File: src/rtl/bus_arb_pkg.sv
// Shared definitions for the round-robin bus arbiter: FSM encoding,
// default parameter values and hold-counter width.
package bus_arb_pkg;

  localparam int          NUM_OF_MASTER_DEF   = 16;
  localparam int          NUM_OF_SEL_BITS_DEF = 4;
  localparam logic [7:0]  MAX_HOLD_DEF        = 8'd200;
  localparam int          HOLD_CNT_W          = 8;

  localparam logic [1:0] ST_IDLE = 2'd0;
  localparam logic [1:0] ST_OWN  = 2'd1;
  localparam logic [1:0] ST_TURN = 2'd2;

endpackage

File: src/rtl/arb_rr_picker.sv
// Combinational round-robin search: first asserted request strictly after
// the previous owner, wrapping modulo the number of masters.
module arb_rr_picker
  import bus_arb_pkg::*;
#(
  parameter int NUM_OF_MASTER   = NUM_OF_MASTER_DEF,
  parameter int NUM_OF_SEL_BITS = NUM_OF_SEL_BITS_DEF
) (
  input  logic [NUM_OF_MASTER-1:0]   req_i,
  input  logic [NUM_OF_SEL_BITS-1:0] last_i,
  output logic [NUM_OF_SEL_BITS-1:0] win_o,
  output logic                       valid_o
);

  logic [NUM_OF_SEL_BITS-1:0] idx;

  always_comb begin
    win_o   = '0;
    valid_o = 1'b0;
    idx     = '0;
    // Offset 1..N so the previous owner is examined last.
    for (int k = 1; k <= NUM_OF_MASTER; k++) begin
      idx = NUM_OF_SEL_BITS'((int'(last_i) + k) % NUM_OF_MASTER);
      if (!valid_o && req_i[idx]) begin
        valid_o = 1'b1;
        win_o   = idx;
      end
    end
  end

endmodule

File: src/rtl/bus_arbiter.sv
// Round-robin bus arbiter with bounded ownership (IDLE/OWN/TURN FSM).
// All outputs come straight from registers.
module bus_arbiter
  import bus_arb_pkg::*;
#(
  parameter int         NUM_OF_MASTER   = NUM_OF_MASTER_DEF,
  parameter int         NUM_OF_SEL_BITS = NUM_OF_SEL_BITS_DEF,
  parameter logic [7:0] MAX_HOLD        = MAX_HOLD_DEF
) (
  input  logic                       CLK,
  input  logic                       RST_N,
  input  logic [NUM_OF_MASTER-1:0]   REQ,
  input  logic                       DONE,
  output logic [NUM_OF_MASTER-1:0]   GNT,
  output logic [NUM_OF_SEL_BITS-1:0] SEL,
  output logic                       BUSY,
  output logic                       TIMEOUT,
  output logic [1:0]                 dbg_state_o
);

  logic [1:0]                 state_q, state_d;
  logic [HOLD_CNT_W-1:0]      cnt_q, cnt_d;
  logic [NUM_OF_SEL_BITS-1:0] last_q, last_d;
  logic [NUM_OF_MASTER-1:0]   gnt_q, gnt_d;
  logic [NUM_OF_SEL_BITS-1:0] sel_q, sel_d;
  logic                       busy_q, busy_d;
  logic                       timeout_q, timeout_d;

  logic [NUM_OF_SEL_BITS-1:0] pick_idx;
  logic                       pick_valid;
  logic                       rel_normal;
  logic                       at_limit;

  arb_rr_picker #(
    .NUM_OF_MASTER  (NUM_OF_MASTER),
    .NUM_OF_SEL_BITS(NUM_OF_SEL_BITS)
  ) u_picker (
    .req_i  (REQ),
    .last_i (last_q),
    .win_o  (pick_idx),
    .valid_o(pick_valid)
  );

  // A normal release (DONE or owner dropped REQ) always masks the timeout.
  assign rel_normal = DONE || !REQ[sel_q];
  assign at_limit   = (cnt_q == (MAX_HOLD - 8'd1));

  always_comb begin
    state_d   = state_q;
    cnt_d     = cnt_q;
    last_d    = last_q;
    gnt_d     = gnt_q;
    sel_d     = sel_q;
    busy_d    = busy_q;
    timeout_d = 1'b0;
    case (state_q)
      ST_IDLE, ST_TURN: begin
        if (pick_valid) begin
          state_d         = ST_OWN;
          gnt_d           = '0;
          gnt_d[pick_idx] = 1'b1;
          sel_d           = pick_idx;
          last_d          = pick_idx;
          busy_d          = 1'b1;
          cnt_d           = '0;
        end else begin
          state_d = ST_IDLE;
          gnt_d   = '0;
          busy_d  = 1'b0;
        end
      end
      ST_OWN: begin
        if (rel_normal || at_limit) begin
          state_d   = ST_TURN;
          gnt_d     = '0;
          busy_d    = 1'b0;
          timeout_d = !rel_normal;
        end else begin
          cnt_d = cnt_q + 1'b1;
        end
      end
      default: begin
        state_d = ST_IDLE;
        gnt_d   = '0;
        busy_d  = 1'b0;
      end
    endcase
  end

  always_ff @(posedge CLK) begin
    if (!RST_N) begin
      state_q   <= ST_IDLE;
      cnt_q     <= '0;
      last_q    <= NUM_OF_SEL_BITS'(NUM_OF_MASTER - 1);
      gnt_q     <= '0;
      sel_q     <= '0;
      busy_q    <= 1'b0;
      timeout_q <= 1'b0;
    end else begin
      state_q   <= state_d;
      cnt_q     <= cnt_d;
      last_q    <= last_d;
      gnt_q     <= gnt_d;
      sel_q     <= sel_d;
      busy_q    <= busy_d;
      timeout_q <= timeout_d;
    end
  end

  assign GNT         = gnt_q;
  assign SEL         = sel_q;
  assign BUSY        = busy_q;
  assign TIMEOUT     = timeout_q;
  assign dbg_state_o = state_q;

endmodule

File: config.mk
export PLATFORM = sky130hd
export DESIGN_NAME = bus_arbiter
export DESIGN_NICKNAME = d
export VERILOG_FILES = /design/src/rtl/bus_arb_pkg.sv /design/src/rtl/arb_rr_picker.sv /design/src/rtl/bus_arbiter.sv
export SDC_FILE = /design/constraint.sdc
export NUM_CORES = 1
export LEC_CHECK = 0
export ABC_AREA = 1
export CORE_MARGIN = 1
export CORE_UTILIZATION = 35
export DETAILED_ROUTE_END_ITERATION = 6
export PLACE_DENSITY_LB_ADDON = 0.08
export SLEW_MARGIN = 15
export SYNTH_ARGS = -nofsm -noshare
export SYNTH_HDL_FRONTEND = slang
export SYNTH_SLANG_ARGS = --single-unit
export TNS_END_PERCENT = 50
File: constraint.sdc
create_clock -name CLK -period 4.3 [get_ports CLK]
set_input_delay 0.43 -clock CLK [delete_from_list [all_inputs] [get_ports CLK]]
set_output_delay 0.43 -clock CLK [all_outputs]
set_load 0.01 [all_outputs]
* Word level (Yosys, flattened, before mapping) *
Cells that the tools add are included.

operators by class
  add/sub/neg operators = 17
  order comparisons = 19
  eq/ne operators = 6
  multiplexer cells = 80
  reduce and logical (&&, ||, !) cells = 41

operators with widths
  cell                 number
  $lt 4x5->1 const B   18
  $bmux 1 s4           17
  $mux 4               16
  $mux 1               37
  $add 4x4->4 const B  8
  $mux 16              2
  $pmux 16 s2          1
  $logic_not 1->1      17
  $add 4x3->4 const B  4
  $logic_and 1x1->1    16
  $mux 8               2
  $pmux 8 s2           1
  $add 4x1->4 const B  2
  $add 4x2->4 const B  2
  $add 8x1->8 const B  1
  $eq 8x8->1 const B   1
  $ne 2x2->1 const B   3
  $reduce_and 3->1     2
  $demux 1 s4          1
  $ge 4x1->1 const B   1
  $pmux 2 s2           1
  $eq 2x1->1 const B   1
  $eq 2x2->1 const B   1
  $logic_not 2->1      1
  6 further kinds      7

storage, ports and cells
  register bits after elaboration = 36
  input port bits = 19
  output and inout bits = 24
  logic and storage cells = 170

* Logic depth before layout (Yosys ltp) *
  depth after elaboration = 55
  gate-level depth with buffers = 28
  depth with buffers taken out = 27

* By module *
From an unflattened synthesis, not the netlist that was laid out.

unflattened totals
  cell total of the unflattened synthesis = 603
  area total of the unflattened synthesis = 3629.7 um2

modules (own cells, without submodules)
  module         instances  cells each  area each (um2)  seq. area each (um2)
  bus_arbiter    1          258         1818.0           700.7
  arb_rr_picker  1          345         1811.7           0.0

* Worst setup path after synthesis *
Ideal clock, no wire load.

  path kind = register -> register
  start = register last_q[1]
  end = register gnt_q[12], in the netlist GNT[12]
  setup time = 132 ps
  data arrival time = 3265 ps
  required time = 4168 ps
  path slack = 903 ps
  cell stages (with the launch flop) = 25
  path buffers = 2
  clock period less this slack = 3397 ps
  cell sequence = dfxtp_1 > inv_1 > buf_2 > ha_1 > inv_1 > buf_2 > nand3_1 > nand3_1 > nand2_1 > nand2_2 > nand2_4 > nor2_8 > nand4_4 > nor2_4 > nand4_4 > nor2_4 > nand4_2 > nor2_4 > nand3b_1 > nand2_2 > inv_2 > nand2_4 > nor2_4 > nand2_1 > a21oi_1

between the ends
  cells in the longest elaborated chain, start to end = 55
  elaborated cells between the ends (all ways) = 117
  classes of those cells = add/sub: 16; order compare: 2; mux: 68; reduce/logical: 31

RTL lines
  element                                                         line                 source
  from (decl)                                                     bus_arbiter.sv:23    logic [NUM_OF_SEL_BITS-1:0] last_q, last_d;
  from (signal assigned)                                          bus_arbiter.sv:94    last_q <= NUM_OF_SEL_BITS'(NUM_OF_MASTER - 1);
  from (signal assigned)                                          bus_arbiter.sv:102   last_q <= last_d;
  $add 4x1->4                                                     arb_rr_picker.sv:23  idx = NUM_OF_SEL_BITS'((int'(last_i) + k) % NUM_OF_MASTER);
  $bmux 1 s4                                                      arb_rr_picker.sv:24  if (!valid_o && req_i[idx]) begin
  $mux 1 (implied by the code)                                    arb_rr_picker.sv:24
  $mux 1                                                          arb_rr_picker.sv:24
  $logic_not 1->1                                                 arb_rr_picker.sv:24
  $logic_and 1x1->1                                               arb_rr_picker.sv:24
  $mux 1                                                          arb_rr_picker.sv:24
  $logic_not 1->1                                                 arb_rr_picker.sv:24
  [... 39 more ...]                                               --
  $logic_and 1x1->1                                               arb_rr_picker.sv:24
  $mux 4                                                          arb_rr_picker.sv:24
  $lt 4x5->1 (implied by the code) or $ge 4x1->1 (tied branches)  bus_arbiter.sv:61    gnt_d[pick_idx] = 1'b1;
  $logic_and 1x1->1 (implied by the code)                         bus_arbiter.sv:61
  $mux 1 (implied by the code)                                    bus_arbiter.sv:61
  $demux 1 s4                                                     bus_arbiter.sv:61
  $mux 16 (*)                                                     bus_arbiter.sv:58    if (pick_valid) begin
  $pmux 16 s2 (*)                                                 bus_arbiter.sv:56    case (state_q)
  to (signal assigned)                                            bus_arbiter.sv:103   gnt_q <= gnt_d;
  to (decl)                                                       bus_arbiter.sv:24    logic [NUM_OF_MASTER-1:0] gnt_q, gnt_d;

Every way passes the cells marked *; elsewhere a longest branch is shown, timed or not. The select of a mux whose other input is x is not followed.
A chain may end at the register's enable or synchronous reset.

* Worst setup path in the final report *
  start = register last_q[0]
  end = register gnt_q[13], in the netlist GNT[13]

The elaborated chain is that of the path after synthesis.

==> results.cfg <==
[worst_setup_path]
worst-path-buf-inv = 3
critPathMaxFanout = 13
cp-end-kind = register
slowest_stage = inv_1
worstPathCellList = inv_2 -> ha_1 -> inv_1 -> nand3_1 -> nand3_1 -> nand2_1 -> nand2_2 -> nand2_4 -> nor2_8 -> nand4_4 -> nor2_4 -> nand4_4 -> nor2_4 -> nand4_2 -> nor2_4 -> nand3b_1 -> nand2_2 -> inv_2 -> nand2_4 -> nor2_4 -> nand2_1 -> a21oi_1
startpoint_type = register
path_common_cell = nor2_4
worst_ep_required_time_ns = 4.44
worstSetupPathType = reg2reg
slowest_delay_ns = 0.39
crit_family = simple AND/OR/NAND/NOR gates
crit_arrival_ns = 3.83

[job]
maxCapViolCount = 0

[synth]
yosysSeqAreaShare_pct = 20.7
synth_compound_area_share_pct = 11.0
synth_edf_count = 0
synth_top_cell_area_share_pct = 20.7
ys_types = 42
synth_fa_ha_area_share_pct = 3.23
synth_top_family_by_area = simple AND/OR/NAND/NOR gates
synth_area_leaders = dfxtp_1 21%, nand3_1 16%, nand2_1 16%
synthSimpleGateAreaFrac_pct = 52.5
synthCells = 578
syn_area_per_cell_sq_um = 6.03
yosysWarnings = 0
synth_xor_area_share_pct = 3.16
synthArstFlopShare_pct = 0
ys_seq_elements = 36
netlist_area_sq_um = 3490
synth.mux.area_fraction_pct = 0
syn_nets = 606
yosys.area.top_type = dfxtp_1
ys.flop_type = dfxtp_1

[global_routing]
grt_max_degree = 24
grt_pass1_vias = 3735
grt_pass1_wl_mm = 18.5
grt_use_total_pct = 22.9
antenna_found_initial = 0
grt_overflow = 0

[drt]
drc_errors = 0
drt_iter0_drc = 161
viasPerCell = 5.19
first_pass_iters = 4
drt.antenna.violating_nets = 0
wl_per_cell_um = 14.6
route.vias.total = 3926
routed_wl_mm = 11.1

[sta]
finalClockSkew_ns = 0.00506
fin_crit_sh_pct = 85.7
max_freq_mhz = 271
tns_ns = 0
worst_slack_ns = 0.614
fin_crit_ns = 3.69
slew_violations = 0
worstMarginPinSlew_ns = 0.724
final-setup-viol-count = 0
hold_viol = 0
rsz0062_at_grt = no
relSlewSlack_pct = 51.7

[clock_tree]
cts_buffers = 5
clock-sinks = 36
cts-root-buf = clkbuf_8
cts_setup_buffers = 0
clock_latency_ns = 0.29
htree_levels = 2
clk_pin_slew_ns = 0.07
cts_buffer_depth = 2
cts_hold_buf = 0
cts_tree = done
cts_resized = 0

[outcome]
status = complete, no violations

[layout]
nNetsFinal = 651
n_antenna_cell = 0
syn2layout_area_growth_pct = 19.3
layout-drive-gt1-share_pct = 10.3
n_fill_cell = 1115

[place]
gp_congestion = 0.905
dp_slack_ns = 0.590
hpwl_mm = 8.92
portBuffers = 42

[floorplan]
die_h_um = 102
coreArea_sq_um = 9730
placement_rows = 36
die_w_um = 102
io_pins = 43
dieArea_sq_um = 10400
initial_core_util_pct = 35.8

[hold_path]
hold_path_class = reg2reg
[registers in the layout, indices dropped and copies added, names as in the netlist]
| register | flops |
|---|---|
| BUSY | 1 |
| SEL | 4 |
| dbg_state_o | 2 |
| cnt_q | 8 |
| TIMEOUT | 1 |
| GNT | 16 |
| last_q | 4 |
[synth_stat cells (4+ instances only)]
cell type  count
dfxtp_1       36
nand3_1      114
nor3_1         4
inv_1         56
a21oi_1       24
o21ai_0       13
nor2_2         4
nor2_4         5
ha_1           9
o21a_1         4
nand2_1      145
xnor2_1        4
inv_2          6
o211ai_1       6
nand2_2       11
nand4_1       16
buf_2          5
clkbuf_1       5
nor2_1        64
[stage by stage]
| step | hold slack [ns] | utilization, % | instances | area, sq um |
|---|---|---|---|---|
| after floorplan | 0.456 | - | 578 | 3490 |
| after global placement | 0.457 | 41.8 | 749 | 4070 |
| after detailed placement | 0.456 | 41.8 | 749 | 4070 |
| after CTS | 0.468 | 42.8 | 757 | 4160 |
| after global routing | 0.486 | 42.8 | 757 | 4160 |
| final | 0.464 | 42.8 | 757 | 4160 |
[cells in the final DEF (no fill, tap or decap), drive strengths merged]
master / netlist / final
nor3b: 3 / 3
nand2: 159 / 159
clkdlybuf4s50: 0 / 42
nor3: 5 / 5
o2111ai: 2 / 2
nor2: 74 / 74
o21ai: 16 / 16
ha: 9 / 9
clkbuf: 5 / 6
xnor2: 4 / 4
nand3b: 2 / 2
xor2: 6 / 6
o221ai: 2 / 2
o211ai: 6 / 6
o41ai: 1 / 1
clkinv: 1 / 3
dfxtp: 36 / 36
inv: 63 / 63
buf: 10 / 11
nand4: 20 / 20
a21oi: 26 / 26
a31oi: 2 / 2
o21a: 4 / 4
o21bai: 2 / 2
nand3: 117 / 117
o22ai: 3 / 3
[worst paths after layout]
check | from | to | slack, ns | cells after the start
max | last_q[0] | GNT[13] | 0.61 | 22
min | GNT[9] | GNT[9] | 0.46 | 2
max reg2reg | last_q[0] | GNT[13] | 0.61 | 22
min reg2reg | GNT[9] | GNT[9] | 0.46 | 2
[layer usage]
| metal | vias to the layer above | part of all wire [%] | GRT usage (%) |
|---|---|---|---|
| li1 | 2020 | - | - |
| met1 | 1811 | 46 | 29.2 |
| met2 | 77 | 48 | 40.4 |
| met3 | 18 | 3.5 | 2.26 |
| met4 | 0 | 2.2 | 7.25 |
| met5 | - | 0 | 0 |
[layout make-up]
type	instances	area [sq um]	area share [%]
flip-flops and latches	36	721	17.3
well taps	133	166	4.00
clock inverters	2	10.0	0.241
clock buffers	6	82.6	1.98
repair buffers	53	503	12.1
multi-input cells	463	2430	58.5
inverters	64	243	5.83
[tightest hold or removal path: cells and delay by family (launching register included)]
| family | cells | cell delay (ns) |
|---|---|---|
| AO/OA/AOI/OAI | 1 | 0.05 |
| flip-flops | 1 | 0.31 |
| AND/OR/NAND/NOR | 1 | 0.06 |
[logic make-up (layout without fill, tap and decap cells)]
logic type | after synthesis | count (layout)
and+or+nand+nor | 380 | 380
buffers and inverters | 79 | 125
AOI/OAI and AO/OA | 64 | 64
DFF | 36 | 36
xor gates and xnor gates | 10 | 10
adders and majority gates | 9 | 9
Power is not shown: default switching activity piles up to over one toggle a cycle in this logic, so the estimate is an artifact.
==> RTL change (same flow settings) <==
Set the package constant `MAX_HOLD_DEF` to 8'd100 (it was 8'd200).
--- a/src/rtl/bus_arb_pkg.sv
+++ b/src/rtl/bus_arb_pkg.sv
@@ -6,3 +6,3 @@
   localparam int          NUM_OF_SEL_BITS_DEF = 4;
-  localparam logic [7:0]  MAX_HOLD_DEF        = 8'd200;
+  localparam logic [7:0]  MAX_HOLD_DEF        = 8'd100;
   localparam int          HOLD_CNT_W          = 8;
Function: no difference found for any inputs over 4 cycles, from zero or initial values and one cycle with RST_N low; that may be too few to reach the edited logic, so the function may still have changed.
==> RTL change against the unedited design <==
  * Worst setup slack got worse by 0.21 ns
  * Sequential share of layout area barely moved
  * Final area rose by 0.24%
  * Utilization fell by 0.095 points
  * Wire length rose by 5.6%
  * Area after synthesis rose by 1.3%
  * Sequential cell count did not move
  * Critical endpoint is now GNT[0]$_SDFFE_PN0P_
Power is not shown: default switching activity piles up to over one toggle a cycle in this logic, so the estimate is an artifact.
==> RTL change: results (changes against the unedited design) <==
vias_per_cell: 5.18  # was 5.19
largest_reg_flops: 16  # unchanged
met1_usage: 0.295  # was 0.292
gp_congestion: 0.889  # was 0.905
synth_area_per_cell_um2: 5.98  # was 6.03 µm²
drive_gt1_frac: 0.0853  # was 0.103
worstSetupStartpoint: "last_q[0]$_SDFFE_PN1P_"  # unchanged
n_fill_cell: 1119  # was 1115
overflow: 0  # unchanged
cp_slowest_cell: "xnor2_1"  # was inv_1
dp_cells: 761  # was 749
grt_pass1_vias: 3888  # was 3735
outcome: "finished clean"  # unchanged
worstPathArrival_ns: 4.10  # was 3.83 ns
place_ws_ns: 0.507  # was 0.590 ns
hold_end: "GNT[13]$_SDFFE_PN0P_"  # was GNT[9]$_SDFFE_PN0P_
wl_per_cell_um: 15.3  # was 14.6 µm
nets: 663  # was 651
r2r_cells: 17  # was 22
drtIter0Drc: 225  # was 161
postPlaceCellArea_mm2: 0.00410  # was 0.00407 mm²
grt_start_max_net_pins: 26  # was 24
clockBufferDepth: 2  # unchanged
crit_end: "GNT[0]$_SDFFE_PN0P_"  # was GNT[13]$_SDFFE_PN0P_
whs_ns: 0.469  # was 0.464 ns
grt_use_met3: 0.0328  # was 0.0226
critical-path-max-stage-delay_ns: 0.73  # was 0.39 ns
grt_pass1_wl_um: 19000  # was 18500 µm
synth_ff_type: "dfxtp_1"  # unchanged
fin_crit_sh: 0.906  # was 0.857
syn_nets: 619  # was 606
hold_class: "reg -> reg"  # unchanged
yosysWarnings: 0  # unchanged
synth_commonest_cells: "nand2_1, nand3_1, nor2_1, inv_1, dfxtp_1"  # unchanged
clock-skew-final_ns: 0.00729  # was 0.00506 ns
via_count: 3965  # was 3926
grt.met2_usage: 0.411  # was 0.404
slew_headroom: 0.387  # was 0.517
clk_latency_ns: 0.28
ys_top_cells_by_area: "dfxtp_1, nand3_1, nand2_1, nor2_1, inv_1"  # unchanged
hpwl_um: 9190  # was 8920 µm
grt_usage: 0.234  # was 0.229
dr.pass1.iters: 5  # was 4
critPathTopFamily: "simple AND/OR/NAND/NOR gates"  # unchanged
rrSetupSlack_ns: 0.40  # was 0.61 ns
worst_hold_startpoint: "GNT[13]$_SDFFE_PN0P_"  # was GNT[9]$_SDFFE_PN0P_
clk_pin_slew_worst_paths_ns: 0.07  # about the same
cts_resized: 0  # unchanged
seq_area_frac_synth: 0.204  # was 0.207
critical_path_peak_fanout: 8  # was 13
[RTL change: cell count changes in the layout (fill, tap and decap cells not counted), sizes merged, moves of 3 or more]
| cell | delta |
|---|---|
| nand2 | +9 |
| nand3 | +4 |
| nor3 | +3 |
| a21oi | +4 |
| nor3b | -3 |
| nor2 | -4 |
[RTL change: final cells by class]
type                    count  area [µm²]  share of cell area
clock buffers               5        68.8              0.0165
inverters                  67         254              0.0609
multi-input cells         474        2470               0.593
flip-flops and latches     36         721               0.173
well taps                 133         166              0.0399
repair buffers             51         488               0.117
[RTL change: kinds of logic after synthesis]
group,share of synthesized area
fa+ha+maj,0.0319
flops,0.204
xor+xnor,0.0312
buf+inv,0.0960
simple gates,0.525
compound gates,0.112
[RTL change: routing by layer]
layer | wire length, µm | vias to the layer above
li1 | - | 2049
met1 | 5180 | 1774
met2 | 5520 | 122
met3 | 756 | 20
met4 | 247 | 0
met5 | 0 | -
